[src/rtl/rv_decode_stage.sv]
// RISC-V decode stage: classifies a fetched instruction, forms its immediate and flags illegal encodings.
// A main/skid register pair keeps in_ready registered while preserving order under back-pressure.
module rv_decode_stage #(
    parameter int XLEN      = 32,
    parameter bit SUPPORT_M = 1'b0,
    parameter int CNT_W     = 32
) (
    input  logic             clk,
    input  logic             reset,
    input  logic             in_valid,
    output logic             in_ready,
    input  logic [31:0]      in_instr,
    input  logic [XLEN-1:0]  in_pc,
    input  logic             flush,
    output logic             out_valid,
    input  logic             out_ready,
    output logic [XLEN-1:0]  out_pc,
    output logic [9:0]       out_class,
    output logic [4:0]       out_rs1,
    output logic [4:0]       out_rs2,
    output logic [4:0]       out_rd,
    output logic [2:0]       out_funct3,
    output logic [6:0]       out_funct7,
    output logic [XLEN-1:0]  out_imm,
    output logic             out_illegal,
    output logic [CNT_W-1:0] cnt_decoded,
    output logic [CNT_W-1:0] cnt_illegal
);

    localparam logic [6:0] OP_ALUREG = 7'b0110011;
    localparam logic [6:0] OP_ALUIMM = 7'b0010011;
    localparam logic [6:0] OP_BRANCH = 7'b1100011;
    localparam logic [6:0] OP_JALR   = 7'b1100111;
    localparam logic [6:0] OP_JAL    = 7'b1101111;
    localparam logic [6:0] OP_AUIPC  = 7'b0010111;
    localparam logic [6:0] OP_LUI    = 7'b0110111;
    localparam logic [6:0] OP_LOAD   = 7'b0000011;
    localparam logic [6:0] OP_STORE  = 7'b0100011;
    localparam logic [6:0] OP_SYSTEM = 7'b1110011;

    typedef struct packed {
        logic [XLEN-1:0] pc;
        logic [9:0]      cls;
        logic [4:0]      rs1;
        logic [4:0]      rs2;
        logic [4:0]      rd;
        logic [2:0]      f3;
        logic [6:0]      f7;
        logic [XLEN-1:0] imm;
        logic            ill;
    } entry_t;

    function automatic logic signed [XLEN-1:0] sext32(input logic signed [31:0] v);
        return XLEN'(v);
    endfunction

    logic signed [31:0] imm_i, imm_s, imm_b, imm_u, imm_j, imm_sel;
    logic [9:0]         cls;
    logic               bad;
    logic [2:0]         f3;
    logic [6:0]         f7;
    entry_t             dec_p0;

    // Stage p0: combinational decode of the incoming word
    always_comb begin
        f3      = in_instr[14:12];
        f7      = in_instr[31:25];
        imm_i   = {{20{in_instr[31]}}, in_instr[31:20]};
        imm_s   = {{20{in_instr[31]}}, in_instr[31:25], in_instr[11:7]};
        imm_b   = {{19{in_instr[31]}}, in_instr[31], in_instr[7], in_instr[30:25],
                   in_instr[11:8], 1'b0};
        imm_u   = {in_instr[31:12], 12'b0};
        imm_j   = {{11{in_instr[31]}}, in_instr[31], in_instr[19:12], in_instr[20],
                   in_instr[30:21], 1'b0};
        imm_sel = '0;
        cls     = '0;
        bad     = 1'b0;
        case (in_instr[6:0])
            OP_ALUREG: begin
                cls[0] = 1'b1;
                case (f7)
                    7'h00:   bad = 1'b0;
                    7'h20:   bad = !(f3 == 3'd0 || f3 == 3'd5);
                    7'h01:   bad = !SUPPORT_M;
                    default: bad = 1'b1;
                endcase
            end
            OP_ALUIMM: begin
                cls[1]  = 1'b1;
                imm_sel = imm_i;
                // RV64 uses instr[25] as shamt[5], so only the upper six bits constrain shifts
                if (f3 == 3'd1)
                    bad = (XLEN == 64) ? (in_instr[31:26] != 6'h00) : (f7 != 7'h00);
                else if (f3 == 3'd5)
                    bad = (XLEN == 64) ? !(in_instr[31:26] == 6'h00 || in_instr[31:26] == 6'h10)
                                       : !(f7 == 7'h00 || f7 == 7'h20);
            end
            OP_BRANCH: begin
                cls[2]  = 1'b1;
                imm_sel = imm_b;
                bad     = (f3 == 3'd2 || f3 == 3'd3);
            end
            OP_JALR: begin
                cls[3]  = 1'b1;
                imm_sel = imm_i;
                bad     = (f3 != 3'd0);
            end
            OP_JAL: begin
                cls[4]  = 1'b1;
                imm_sel = imm_j;
            end
            OP_AUIPC: begin
                cls[5]  = 1'b1;
                imm_sel = imm_u;
            end
            OP_LUI: begin
                cls[6]  = 1'b1;
                imm_sel = imm_u;
            end
            OP_LOAD: begin
                cls[7]  = 1'b1;
                imm_sel = imm_i;
                case (f3)
                    3'd0, 3'd1, 3'd2, 3'd4, 3'd5: bad = 1'b0;
                    3'd3, 3'd6:                   bad = (XLEN != 64);
                    default:                      bad = 1'b1;
                endcase
            end
            OP_STORE: begin
                cls[8]  = 1'b1;
                imm_sel = imm_s;
                bad     = (f3 > 3'd2) && !(XLEN == 64 && f3 == 3'd3);
            end
            OP_SYSTEM: begin
                cls[9]  = 1'b1;
                imm_sel = imm_i;
                bad     = (f3 == 3'd4);
            end
            default: bad = 1'b1;
        endcase
        if (in_instr[1:0] != 2'b11)
            bad = 1'b1;

        dec_p0.pc  = in_pc;
        dec_p0.cls = bad ? 10'd0 : cls;
        dec_p0.rs1 = in_instr[19:15];
        dec_p0.rs2 = in_instr[24:20];
        dec_p0.rd  = in_instr[11:7];
        dec_p0.f3  = f3;
        dec_p0.f7  = f7;
        dec_p0.imm = bad ? '0 : sext32(imm_sel);
        dec_p0.ill = bad;
    end

    entry_t m_p1, s_p1, m_nxt, s_nxt;
    logic   vld_p1, s_vld_p1, rdy_p1;
    logic   vld_nxt, s_vld_nxt;
    logic   accept, drain;

    assign accept = in_valid && rdy_p1;
    assign drain  = vld_p1 && out_ready;

    always_comb begin
        m_nxt     = m_p1;
        s_nxt     = s_p1;
        vld_nxt   = vld_p1;
        s_vld_nxt = s_vld_p1;
        if (!vld_p1 || drain) begin
            if (s_vld_p1) begin
                m_nxt     = s_p1;
                vld_nxt   = 1'b1;
                s_vld_nxt = accept;
                if (accept)
                    s_nxt = dec_p0;
            end else begin
                vld_nxt = accept;
                if (accept)
                    m_nxt = dec_p0;
            end
        end else if (accept) begin
            s_nxt     = dec_p0;
            s_vld_nxt = 1'b1;
        end
        if (flush) begin
            vld_nxt   = 1'b0;
            s_vld_nxt = 1'b0;
        end
    end

    // Stage p1: main output register, handshake state and event counters
    always_ff @(posedge clk) begin
        if (reset) begin
            vld_p1      <= 1'b0;
            s_vld_p1    <= 1'b0;
            rdy_p1      <= 1'b0;
            m_p1        <= '0;
            cnt_decoded <= '0;
            cnt_illegal <= '0;
        end else begin
            vld_p1   <= vld_nxt;
            s_vld_p1 <= s_vld_nxt;
            rdy_p1   <= !s_vld_nxt;
            m_p1     <= m_nxt;
            if (drain) begin
                if (m_p1.ill)
                    cnt_illegal <= cnt_illegal + CNT_W'(1);
                else
                    cnt_decoded <= cnt_decoded + CNT_W'(1);
            end
        end
    end

    always_ff @(posedge clk) begin
        s_p1 <= s_nxt;
    end

    assign in_ready    = rdy_p1;
    assign out_valid   = vld_p1;
    assign out_pc      = m_p1.pc;
    assign out_class   = m_p1.cls;
    assign out_rs1     = m_p1.rs1;
    assign out_rs2     = m_p1.rs2;
    assign out_rd      = m_p1.rd;
    assign out_funct3  = m_p1.f3;
    assign out_funct7  = m_p1.f7;
    assign out_imm     = m_p1.imm;
    assign out_illegal = m_p1.ill;

endmodule

[config.mk]
export PLATFORM = sky130hd
export DESIGN_NAME = rv_decode_stage
export DESIGN_NICKNAME = d
export VERILOG_FILES = /design/src/rtl/rv_decode_stage.sv
export SDC_FILE = /design/constraint.sdc
export NUM_CORES = 1
export LEC_CHECK = 0
export CORE_UTILIZATION = 55
export DETAILED_ROUTE_END_ITERATION = 16
export PLACE_DENSITY = 0.92
export SYNTH_ARGS = -nofsm -noshare
export SYNTH_HDL_FRONTEND = slang
export SYNTH_SLANG_ARGS = --single-unit
[constraint.sdc]
create_clock -name clk -period 8.65 [get_ports clk]
set_input_delay 1.2975 -clock clk [delete_from_list [all_inputs] [get_ports clk]]
set_output_delay 1.2975 -clock clk [all_outputs]
set_load 0.1 [all_outputs]
==> impl_summary.log, run 1 <==
INFO  metric met1Wirelength = 11500 µm
INFO  metric synthesized_netlist_net_count = 1125
INFO  metric grt.overflow.total = 0
INFO  metric post_synthesis_to_final_layout_area_growth = 30.9%
INFO  metric postSynth.asyncResetShare = 0%
INFO  metric rows = slightly above 50
INFO  metric vias_in_the_first_global_route = approximately 8700
INFO  metric max_freq = between 200 and 250 MHz
INFO  metric clockRootBuffer = sky130_fd_sc_hd__clkbuf_16
INFO  metric max_slew_margin = 15.8%
INFO  metric avgViaCountPerCell = just under 6
INFO  metric list_of_cells_traversed_by_the_critical_path = clkdlybuf4s50_1 > nor4bb_1 > a22o_1 > a311oi_2 > and3_1 > a32oi_1 > a211oi_1
INFO  metric number_of_hold_violations_in_the_final_report = 0
INFO  metric worst_skew_pair.late_latency = 0.55 ns
INFO  metric worst_path_dominant_cell_family = simple AND/OR/NAND/NOR gates
INFO  metric max_stage_delay = around 1.1 ns
INFO  metric grt_max_degree = just over 100
INFO  metric hold_class = flip-flop to flip-flop
INFO  metric post_synthesis_xor_xnor_area_fraction = around 4.4%
INFO  metric cp.buffers_inverters = 1
INFO  metric clock_tree.buffer_depth = 3
INFO  metric die_area = about 0.021 mm²
INFO  metric syn_area = approximately 0.011 mm²
INFO  metric drtPass1Iterations = 5
INFO  metric syn_avg_cell_area = 10.5 µm²
INFO  metric overall_die_width = roughly 140 µm
INFO  metric synth_edf_count = 100
INFO  metric post-route-drc-count = 0
INFO  metric layout_worst_path_cycle_share = between 40% and 50%
INFO  metric synth_fa_ha_area_share = less than 1%
INFO  metric share_of_the_core_filled_with_cells_in_the_final_layout = about 74%
INFO  metric timing.final.crit_period = approximately 4 ns
INFO  metric tritoncts.num_buffers = 28
INFO  metric cts_tree = built
INFO  metric wirelength = approximately 29000 µm
INFO  metric timing.critical_path.arrival = around 4.5 ns
INFO  metric num-nets-final = ~1300
INFO  metric setup_viol = 0
INFO  metric power = 3.01 mW
INFO  metric yosys.area_share.simple = 17.6%
INFO  metric io_buffer_count = 234
INFO  metric core-area = just under 0.02 mm²
INFO  metric ctsHoldBuffers = 0
INFO  metric dr_wl_met3 = roughly 2300 µm
INFO  metric syn-instance-count = around 1100
INFO  metric floorplan.die.height = 144 µm
INFO  metric floorplan.initialDensity = 56.6%
INFO  metric dp_slack = 4.17 ns
INFO  metric grt_setup_unrepaired = false
INFO  metric synth-warning-count = 0
INFO  metric synth_top_flop_cell = sky130_fd_sc_hd__dfxtp_1
INFO  metric grt_util_all_layers = 27.3%
INFO  metric drive_gt1_share = under 10%
INFO  metric grt_pass1_wl = between 40000 and 50000 µm
INFO  metric grt_antenna_before_repair = 0
INFO  metric route.top_layer_used = met4
INFO  metric cts_repair_resize_count = 0
INFO  metric cts.sinks = 267
INFO  metric critical_path_end_type = flip-flop
INFO  metric gp_congestion = 0.933
INFO  metric whs = roughly 0.49 ns
INFO  metric synth_compound_gate_area_share = 12.0%
INFO  metric fin_setup_tns = 0 ns
INFO  metric run_status = finished clean
INFO  metric drtIter0Drc = ~680
INFO  metric main_combinational_cell_family_by_area_after_synthesis = simple AND/OR/NAND/NOR gates
INFO  metric muxShareOfSynthArea = 5.61%
INFO  metric dpl.hpwl = 18800 µm
INFO  metric critical_path_required = approximately 9.1 ns
INFO  metric post_layout_nonfiller_instances = around 1500
INFO  metric sum_of_met2_wire_segment_lengths_after_detailed_routing = roughly 14000 µm
INFO  metric via_total_after_detailed_routing = around 9100
INFO  metric post_dp_cell_area = between 0.01 and 0.015 mm²
INFO  metric cts_max_level = 1
INFO  metric ys_ff_latch = roughly 270
INFO  metric ioPinCount = about 240
INFO  metric drv.max_cap_violation_count = 0
INFO  metric cp_slowest_cell = sky130_fd_sc_hd__and3_1
INFO  metric pwr_density_cell = 207 mW/mm²
INFO  metric worst-path-max-fanout = 29
INFO  metric cellLeakagePower = a little over 5 nW
INFO  metric route.antenna.remaining_nets = 0
INFO  metric finish.instance_area = 0.0145 mm²
INFO  metric synth-seq-area-share = between 50% and 60%
INFO  metric max-vdd-ir-drop = between 0.00015 and 0.0002 V
INFO  metric clock-skew-final = 0.0356 ns
INFO  metric final_critical_path_setup_slack = 4.62 ns
INFO  metric route.detailed.wl_per_inst = between 15 and 20 µm
INFO  metric setup.worst_path.start_class = input pin
INFO  metric clk_pin_slew_worst_paths = roughly 0.06 ns
INFO  metric post_cts.repair.setup_buffers = 0
INFO  metric antenna_cells_inserted = 0
INFO  metric synth_cell_type_count = 50
INFO  metric dpl.cell_count = ~1500
INFO  metric worstSetupPathType = input pin to flip-flop
INFO  metric finalMaxSlewViolations = 0
INFO  metric worst_pin_slew = around 1.3 ns
[kinds of logic after synthesis]
| family | Yosys count |
|---|---|
| and+or+nand+nor | 397 |
| DFF | 267 |
| AOI/OAI and AO/OA | 189 |
| buffers and inverters | 81 |
| muxes | 62 |
| xor gates and xnor gates | 56 |
| adders and majority gates | 2 |
[layer usage]
| layer | global-route usage (%) | vias to the layer above |
|---|---|---|
| met5 | 0.251 | - |
| met4 | 11.3 | 0 |
| met3 | 5.66 | 77 |
| met2 | 46.1 | 405 |
| met1 | 34.0 | 4317 |
| li1 | - | 4252 |
[placed cells by master, fill, tap and decap left out, drive strengths merged, types with 29 or more instances in the layout]
master         Yosys  routed
a21oi             38      38
nand2             31      31
mux2i             61      61
nand3             29      29
edfxtp           100     100
nor3              31      31
dfxtp            167     167
a211oi            72      72
clkbuf            63      42
xor2              44      44
nor2             179     179
clkdlybuf4s50      0     233
[path summary, 6_finish.rpt]
path          startpoint            to  slack, ns  cells after the start
max          in_instr[4]  out_class[1]       4.62                      7
min           out_imm[8]    out_imm[8]       0.49                      2
max reg2reg     s_vld_p1   out_imm[15]       5.37                      7
min reg2reg   out_imm[8]    out_imm[8]       0.49                      2
[synth_stat cells, types with 6 or more instances]
master	number	share of area, %
sky130_fd_sc_hd__a211oi_1	71	4.8
sky130_fd_sc_hd__a21o_1	12	0.81
sky130_fd_sc_hd__a21oi_1	38	1.7
sky130_fd_sc_hd__a221oi_1	19	1.5
sky130_fd_sc_hd__a22o_1	6	0.47
sky130_fd_sc_hd__a32oi_1	8	0.63
sky130_fd_sc_hd__and2_1	16	0.90
sky130_fd_sc_hd__and3_1	23	1.3
sky130_fd_sc_hd__and4_1	9	0.71
sky130_fd_sc_hd__buf_2	8	0.36
sky130_fd_sc_hd__clkbuf_1	63	2.1
sky130_fd_sc_hd__dfxtp_1	167	30
sky130_fd_sc_hd__edfxtp_1	100	27
sky130_fd_sc_hd__inv_1	7	0.24
sky130_fd_sc_hd__mux2i_1	61	5.5
sky130_fd_sc_hd__nand2_1	31	1.0
sky130_fd_sc_hd__nand2b_1	7	0.39
sky130_fd_sc_hd__nand3_1	29	1.3
sky130_fd_sc_hd__nand4_1	23	1.3
sky130_fd_sc_hd__nor2_1	179	6.1
sky130_fd_sc_hd__nor2b_1	23	1.3
sky130_fd_sc_hd__nor3_1	31	1.4
sky130_fd_sc_hd__o21ai_0	15	0.68
sky130_fd_sc_hd__o22ai_1	10	0.56
sky130_fd_sc_hd__or3_1	10	0.56
sky130_fd_sc_hd__xnor2_1	12	0.95
sky130_fd_sc_hd__xor2_1	44	3.5
[power by group]
group	switching (mW)	internal, mW
sequential	0.0181	1.33
clock	0.496	0.751
combinational	0.309	0.108
total	0.823	2.19
[area by class of cell]
| cell class | count | area [µm²] |
|---|---|---|
| fill | 1280 | 5070 |
| clock inverter | 10 | 116 |
| clock buffer | 42 | 865 |
| inverter | 7 | 26.3 |
| tap | 265 | 332 |
| sequential | 267 | 6350 |
| multi-input combinational | 706 | 4440 |
| timing repair buffer | 241 | 2390 |
[tightest hold or removal path, stage by stage, from the launching register on]
cell                       delay (ns)
sky130_fd_sc_hd__dfxtp_1         0.30
sky130_fd_sc_hd__nor2_1          0.09
sky130_fd_sc_hd__a211oi_1        0.05
[sequential cells by signal, summed over array words and instances (netlist names), 5 cells and up]
register,cells
out_rs2,5
s_p1,100
out_rs1,5
out_imm,32
out_pc,32
out_rd,5
out_class,10
out_funct7,7
cnt_illegal,32
cnt_decoded,32
(Power assumes the default switching activity.)
==> inputs of run 2 (changes only) <==
--- a/config.mk
+++ b/config.mk
@@ -5,9 +5,9 @@
 export SDC_FILE = /design/constraint.sdc
 export NUM_CORES = 1
 export LEC_CHECK = 0
-export CORE_UTILIZATION = 55
+export CORE_UTILIZATION = 46
 export DETAILED_ROUTE_END_ITERATION = 16
-export PLACE_DENSITY = 0.92
+export PLACE_DENSITY = 0.83
 export SYNTH_ARGS = -nofsm -noshare
 export SYNTH_HDL_FRONTEND = slang
 export SYNTH_SLANG_ARGS = --single-unit
==> constraint.sdc (replaced) <==
create_clock -name clk -period 3.3 [get_ports clk]
set_input_delay 0.495 -clock clk [delete_from_list [all_inputs] [get_ports clk]]
set_output_delay 0.495 -clock clk [all_outputs]
set_load 0.1 [all_outputs]
==> impl_summary.log, run 2 (synthesis gave the netlist of run 1 again) <==
INFO  metric run_status = finished clean
INFO  metric critical_path_end_type = primary output
INFO  metric share_clk_of_total_power = 40.6% (-0.8 points)
INFO  metric wirelength = 29800 µm (+2.7%)
INFO  metric post_synthesis_to_final_layout_area_growth = 32.4%
INFO  metric number_of_hold_violations_in_the_final_report = 0 (unchanged)
INFO  metric hold_class = input pin to flip-flop
INFO  metric max_freq = between 300 and 400 MHz
INFO  metric drive_gt1_share = 9.53% (+4.3 points)
INFO  metric clock-skew-final = 0.0108 ns (-0.0248 ns)
INFO  metric max_stage_delay = 1.18 ns (+0.10 ns)
INFO  metric net-switching-power = 2.16 mW (+160%)
INFO  metric layout_worst_path_cycle_share = about four fifths
INFO  metric via_total_after_detailed_routing = 9054 (+0.033%)
INFO  metric antenna_cells_inserted = 0 (unchanged)
INFO  metric floorplan.die.height = 157 µm (+9.2%)
INFO  metric num-nets-final = 1349 (+2.0%)
INFO  metric grt_antenna_before_repair = 0 (unchanged)
INFO  metric pwr_density_cell = 532 mW/mm² (+160%)
INFO  metric largest_register_ffs = 100 (unchanged)
INFO  metric clk_pin_slew_worst_paths = 0.06 ns (about the same)
INFO  metric setup_viol = 0 (unchanged)
INFO  metric power = 7.81 mW (+160%)
INFO  metric avgViaCountPerCell = 5.59 (-5.0%)
INFO  metric worst_pin_slew = 1.04 ns (-0.225 ns)
INFO  metric max_slew_margin = 30.5% (+15 points)
INFO  metric drtPass1Iterations = 8 (+3)
INFO  metric registers.top_by_ff_count = s_p1
INFO  metric timing.critical_path.arrival = 2.17 ns (-2.31 ns)
INFO  metric gp_congestion = 0.886 (-5.0%)
INFO  metric cp_slowest_cell = sky130_fd_sc_hd__clkdlybuf4s50_1
INFO  metric dpl.hpwl = 20000 µm (+6.1%)
INFO  metric pwr-share-comb = 14.2% (+0.4 points)
INFO  metric worst-path-max-fanout = 6 (-79%)
INFO  metric grt.overflow.total = 0 (unchanged)
INFO  metric floorplan.initialDensity = 47.1% (-9.5 points)
INFO  metric die_area = 0.0247 mm² (+19%)
INFO  metric drv.max_cap_violation_count = 0 (unchanged)
INFO  metric grt_pass1_wl = 46900 µm (+4.9%)
INFO  metric cp.buffers_inverters = 1 (unchanged)
INFO  metric list_of_cells_traversed_by_the_critical_path = clkdlybuf4s50_1
INFO  metric rows = 56 (+9.8%)
INFO  metric ioPinCount = 235 (unchanged)
INFO  metric core-area = 0.0235 mm² (+20%)
INFO  metric post_cts.repair.setup_buffers = 0 (unchanged)
INFO  metric max-vdd-ir-drop = 0.000357 V (+110%)
INFO  metric worstSetupPathType = flip-flop to primary output
INFO  metric timing.final.crit_period = 2.66 ns
INFO  metric layout_common_cells = 198 x sky130_fd_sc_hd__clkdlybuf4s50_1, 178 x sky130_fd_sc_hd__nor2_1, 166 x sky130_fd_sc_hd__dfxtp_1
INFO  metric p_seq_share = 45.2% (+0.5 points)
INFO  metric netSwitchingFraction = 27.6% (+0.30 points)
INFO  metric setup.worst_path.start_class = flip-flop
INFO  metric drtIter0Drc = 674 (-0.44%)
INFO  metric layout_commonest_cell = sky130_fd_sc_hd__clkdlybuf4s50_1
INFO  metric worst_path_dominant_cell_family = buffers and inverters
INFO  metric cts_repair_resize_count = 0 (unchanged)
INFO  metric cts.sinks = 267 (unchanged)
INFO  metric io_buffer_count = 234 (unchanged)
INFO  metric internal_power = 5.65 mW (+160%)
INFO  metric tritoncts.num_buffers = 29 (+3.6%)
INFO  metric post-route-drc-count = 0 (unchanged)
INFO  metric grt_setup_unrepaired = false
INFO  metric cts_tree = built
INFO  metric route.detailed.wl_per_inst = 18.4 µm (-2.5%)
INFO  metric route.antenna.remaining_nets = 0 (unchanged)
INFO  metric clockRootBuffer = sky130_fd_sc_hd__clkbuf_16
INFO  metric cellLeakagePower = 5.20 nW (+3.5%)
INFO  metric critical_path_required = 2.80 ns (-6.30 ns)
INFO  metric grt_max_degree = 121 (+19%)
INFO  metric cts_max_level = 1 (unchanged)
INFO  metric finalMaxSlewViolations = 0 (unchanged)
INFO  metric fin_setup_tns = 0 ns (unchanged)
INFO  metric vias_in_the_first_global_route = 8717 (+0.13%)
INFO  metric ctsHoldBuffers = 0 (unchanged)
INFO  metric worst_skew_pair.late_latency = 0.54 ns (about the same)
INFO  metric clock_tree.buffer_depth = 3 (unchanged)
INFO  metric grt_util_all_layers = 23.9% (-3.4 points)
INFO  metric overall_die_width = 157 µm (+9.2%)
-- run 2: changes by cell type in the layout (fill, tap and decap cells not counted) --
cell	previous run	this run
sky130_fd_sc_hd__clkinv_4	1	0
sky130_fd_sc_hd__clkbuf_8	9	7
sky130_fd_sc_hd__clkbuf_1	4	10
sky130_fd_sc_hd__buf_12	0	2
sky130_fd_sc_hd__clkdlybuf4s50_1	233	198
sky130_fd_sc_hd__inv_6	0	1
sky130_fd_sc_hd__clkinv_2	5	3
sky130_fd_sc_hd__clkinvlp_4	0	1
sky130_fd_sc_hd__bufinv_16	2	0
sky130_fd_sc_hd__clkbuf_16	29	31
sky130_fd_sc_hd__clkinv_8	1	0
sky130_fd_sc_hd__buf_4	8	67
-- run 2: cell type report --
class	instances	area, µm²
repair buffers	267	2520
multi-input cells	706	4440
clock buffers	48	910
flip-flops and latches	267	6350
clock inverters	6	37.5
inverters	7	26.3
well taps	319	399
fillers	1891	8860
-- run 2: routing by layer --
| layer | global-route usage [%] | share of wire [%] | vias to the layer above |
|---|---|---|---|
| met5 | 0 | 0 | - |
| met4 | 7.07 | 2.0 | 0 |
| met3 | 4.10 | 7.3 | 43 |
| met2 | 40.3 | 49 | 383 |
| met1 | 31.4 | 42 | 4322 |
| li1 | - | - | 4306 |
-- run 2: path summary, 6_finish.rpt --
path / from / depth (start not counted) / slack, ns / to
setup / recovery: cnt_illegal[11] / 1 / 0.64 / cnt_illegal[11]
hold / removal: reset / 2 / 0.36 / cnt_decoded[15]
setup reg to reg: s_vld_p1 / 6 / 1.18 / out_imm[19]
hold reg to reg: out_imm[1] / 2 / 0.49 / out_imm[1]
-- run 2: power by group through the flow --
stage	clock network (mW)	registers, mW	logic (mW)
final	3.18	3.53	1.11
after global routing	3.38	3.54	1.16
after CTS	3.24	3.53	1.11
after floorplan	0	4.12	0.238
after global placement	0	3.60	1.10
after detailed placement	0	3.60	1.11
-- run 2: metrics by stage --
stage / worst slack, ns / instance area, µm² / util, % / hold WS (ns) / cells
after floorplan: 0.0502 / 11100 / - / 0.557 / 1054
after global placement: 0.424 / 13700 / 58.4 / 0.476 / 1566
after detailed placement: 0.369 / 13700 / 58.4 / 0.481 / 1566
after CTS: 0.620 / 14700 / 62.4 / 0.341 / 1620
after global routing: 0.575 / 14700 / 62.4 / 0.359 / 1620
final: 0.636 / 14700 / 62.4 / 0.356 / 1620
==> inputs of run 3 (changes only) <==
--- a/config.mk
+++ b/config.mk
@@ -5,9 +5,9 @@
 export SDC_FILE = /design/constraint.sdc
 export NUM_CORES = 1
 export LEC_CHECK = 0
-export CORE_UTILIZATION = 46
+export CORE_UTILIZATION = 51
 export DETAILED_ROUTE_END_ITERATION = 16
-export PLACE_DENSITY = 0.83
+export PLACE_DENSITY = 0.87
 export SYNTH_ARGS = -nofsm -noshare
 export SYNTH_HDL_FRONTEND = slang
 export SYNTH_SLANG_ARGS = --single-unit
==> constraint.sdc (replaced) <==
create_clock -name clk -period 2.66 [get_ports clk]
set_input_delay 0.399 -clock clk [delete_from_list [all_inputs] [get_ports clk]]
set_output_delay 0.399 -clock clk [all_outputs]
set_load 0.1 [all_outputs]
==> impl_summary.log, run 3 (synthesis gave the netlist of run 1 again) <==
INFO  metric core-area = 0.0212 mm² (-10%)
INFO  metric post-route-drc-count = 0 (unchanged)
INFO  metric cp.buffers_inverters = 2 (+1)
INFO  metric grt_max_degree = 96 (-21%)
INFO  metric cts_tree = built
INFO  metric critical_path_end_type = flip-flop
INFO  metric clock-skew-final = 0.0104 ns (-0.000382 ns)
INFO  metric max_slew_margin = 54.9% (+24 points)
INFO  metric grt_pass1_wl = 45900 µm (-2.3%)
INFO  metric clock_tree.buffer_depth = 3 (unchanged)
INFO  metric timing.final.crit_period = 2.14 ns
INFO  metric max-vdd-ir-drop = 0.000564 V (+58%)
INFO  metric cts.sinks = 267 (unchanged)
INFO  metric setup_viol = 0 (unchanged)
INFO  metric overall_die_width = 149 µm (-5.0%)
INFO  metric max_freq = 466 MHz
INFO  metric io_buffer_count = 234 (unchanged)
INFO  metric via_total_after_detailed_routing = 9110 (+0.62%)
INFO  metric ioPinCount = 235 (unchanged)
INFO  metric cellLeakagePower = 5.59 nW (+7.6%)
INFO  metric worst_pin_slew = 0.674 ns (-0.365 ns)
INFO  metric post_synthesis_to_final_layout_area_growth = 31.4%
INFO  metric cts_max_level = 1 (unchanged)
INFO  metric grt_util_all_layers = 25.5% (+1.6 points)
INFO  metric drv.max_cap_violation_count = 0 (unchanged)
INFO  metric grt_setup_unrepaired = false
INFO  metric final.fill_count = 1534 (-19%)
INFO  metric setup.worst_path.start_class = input pin
INFO  metric die_area = 0.0223 mm² (-9.7%)
INFO  metric finalMaxSlewViolations = 0 (unchanged)
INFO  metric timing.critical_path.arrival = 2.55 ns (+0.38 ns)
INFO  metric drtIter0Drc = 572 (-15%)
INFO  metric num-nets-final = 1370 (+1.6%)
INFO  metric route.detailed.wl_per_inst = 18.0 µm (-1.9%)
INFO  metric whs = 0.263 ns (-0.0921 ns)
INFO  metric layout_worst_path_cycle_share = approximately four fifths
INFO  metric cp_slowest_cell = sky130_fd_sc_hd__clkdlybuf4s50_1
INFO  metric worst_path_dominant_cell_family = buffers and inverters
INFO  metric clk_pin_slew_worst_paths = 0.06 ns (about the same)
INFO  metric layout_common_cells = 216 x sky130_fd_sc_hd__buf_4, 177 x sky130_fd_sc_hd__nor2_1, 164 x sky130_fd_sc_hd__dfxtp_1
INFO  metric gp_congestion = 0.883 (-0.36%)
INFO  metric route.antenna.remaining_nets = 0 (unchanged)
INFO  metric worst-path-max-fanout = 16 (+10)
INFO  metric drive_gt1_share = 21.2% (+12 points)
INFO  metric fin_setup_tns = 0 ns (unchanged)
INFO  metric hold_class = input pin to flip-flop
INFO  metric floorplan.initialDensity = 52.4% (+5.3 points)
INFO  metric critical_path_required = 3.06 ns (+0.26 ns)
INFO  metric max_stage_delay = 0.54 ns (-0.64 ns)
INFO  metric layout_commonest_cell = sky130_fd_sc_hd__buf_4
INFO  metric cts_repair_resize_count = 0 (unchanged)
INFO  metric antenna_cells_inserted = 0 (unchanged)
INFO  metric registers.top_by_ff_count = s_p1
INFO  metric post_cts.repair.setup_buffers = 0 (unchanged)
INFO  metric clockRootBuffer = sky130_fd_sc_hd__clkbuf_16
INFO  metric vias_in_the_first_global_route = 8709 (-0.092%)
INFO  metric ctsHoldBuffers = 0 (unchanged)
INFO  metric largest_register_ffs = 100 (unchanged)
INFO  metric floorplan.die.height = 149 µm (-5.0%)
INFO  metric pwr_density_cell = 676 mW/mm² (+27%)
INFO  metric grt_antenna_before_repair = 0 (unchanged)
INFO  metric run_status = finished clean
INFO  metric avgViaCountPerCell = 5.71 (+2.1%)
INFO  metric drtPass1Iterations = 6 (-2)
INFO  metric dpl.hpwl = 19200 µm (-4.1%)
INFO  metric rows = 53 (-5.4%)
INFO  metric grt.overflow.total = 0 (unchanged)
INFO  metric number_of_hold_violations_in_the_final_report = 0 (unchanged)
INFO  metric tritoncts.num_buffers = 28 (-3.4%)
INFO  metric worstSetupPathType = input pin to flip-flop
INFO  metric list_of_cells_traversed_by_the_critical_path = clkdlybuf4s50_1 > a21o_1 > a22o_1 > a311oi_2 > nand4b_2 > buf_4 > nor2b_1 > and2_1
INFO  metric wirelength = 28800 µm (-3.4%)
INFO  metric worst_skew_pair.late_latency = 0.53 ns (about the same)
run 3: cell count changes in the layout (fill, tap and decap cells not counted), moves of 3 or more:
| cell | delta |
|---|---|
| sky130_fd_sc_hd__clkdlybuf4s50_1 | -131 |
| sky130_fd_sc_hd__buf_12 | +4 |
| sky130_fd_sc_hd__clkbuf_1 | -4 |
| sky130_fd_sc_hd__clkinv_1 | +3 |
| sky130_fd_sc_hd__buf_4 | +149 |
| sky130_fd_sc_hd__bufinv_16 | +3 |
run 3: stage by stage:
step / instances / setup slack (ns) / util, % / power, mW / area [µm²]
6_report: 1596 / 0.515 / 68.9 / 9.86 / 14600
4_1_cts: 1596 / 0.544 / 68.9 / 9.91 / 14600
3_5_place_dp: 1544 / -0.00925 / 64.2 / 5.82 / 13600
2_1_floorplan: 1054 / -0.0533 / - / 5.41 / 11100
5_1_grt: 1596 / 0.370 / 68.9 / 10.2 / 14600
3_3_place_gp: 1544 / -0.0283 / 64.2 / 5.80 / 13600
run 3: cell type report:
type	instances	area [µm²]	area share [%]
sequential	267	6360	43.6
multi-input combinational	706	4450	30.5
timing repair buffer	289	2410	16.5
clock buffer	42	867	5.95
tap	275	344	2.36
clock inverter	10	128	0.875
inverter	7	26.3	0.180
run 3: power breakdown:
group	total (mW)	switching, mW	internal [mW]
logic	1.36	1.01	0.351
registers	4.38	0.0581	4.32
clock network	4.12	1.58	2.54
total	9.86	2.65	7.21
run 3: worst paths after layout:
check | startpoint | end | slack, ns | cells after the start
max | in_instr[14] | s_p1[7] | 0.52 | 8
min | reset | cnt_decoded[20] | 0.26 | 2
max reg2reg | cnt_decoded[8] | cnt_decoded[27] | 0.62 | 7
min reg2reg | out_pc[20] | out_pc[20] | 0.50 | 2
run 3: metal layers:
metal  GRT usage [%]  part of all wire, %
met5               0                    0
met4            6.38                  2.2
met3            4.57                  7.1
met2            43.0                   48
met1            33.9                   42
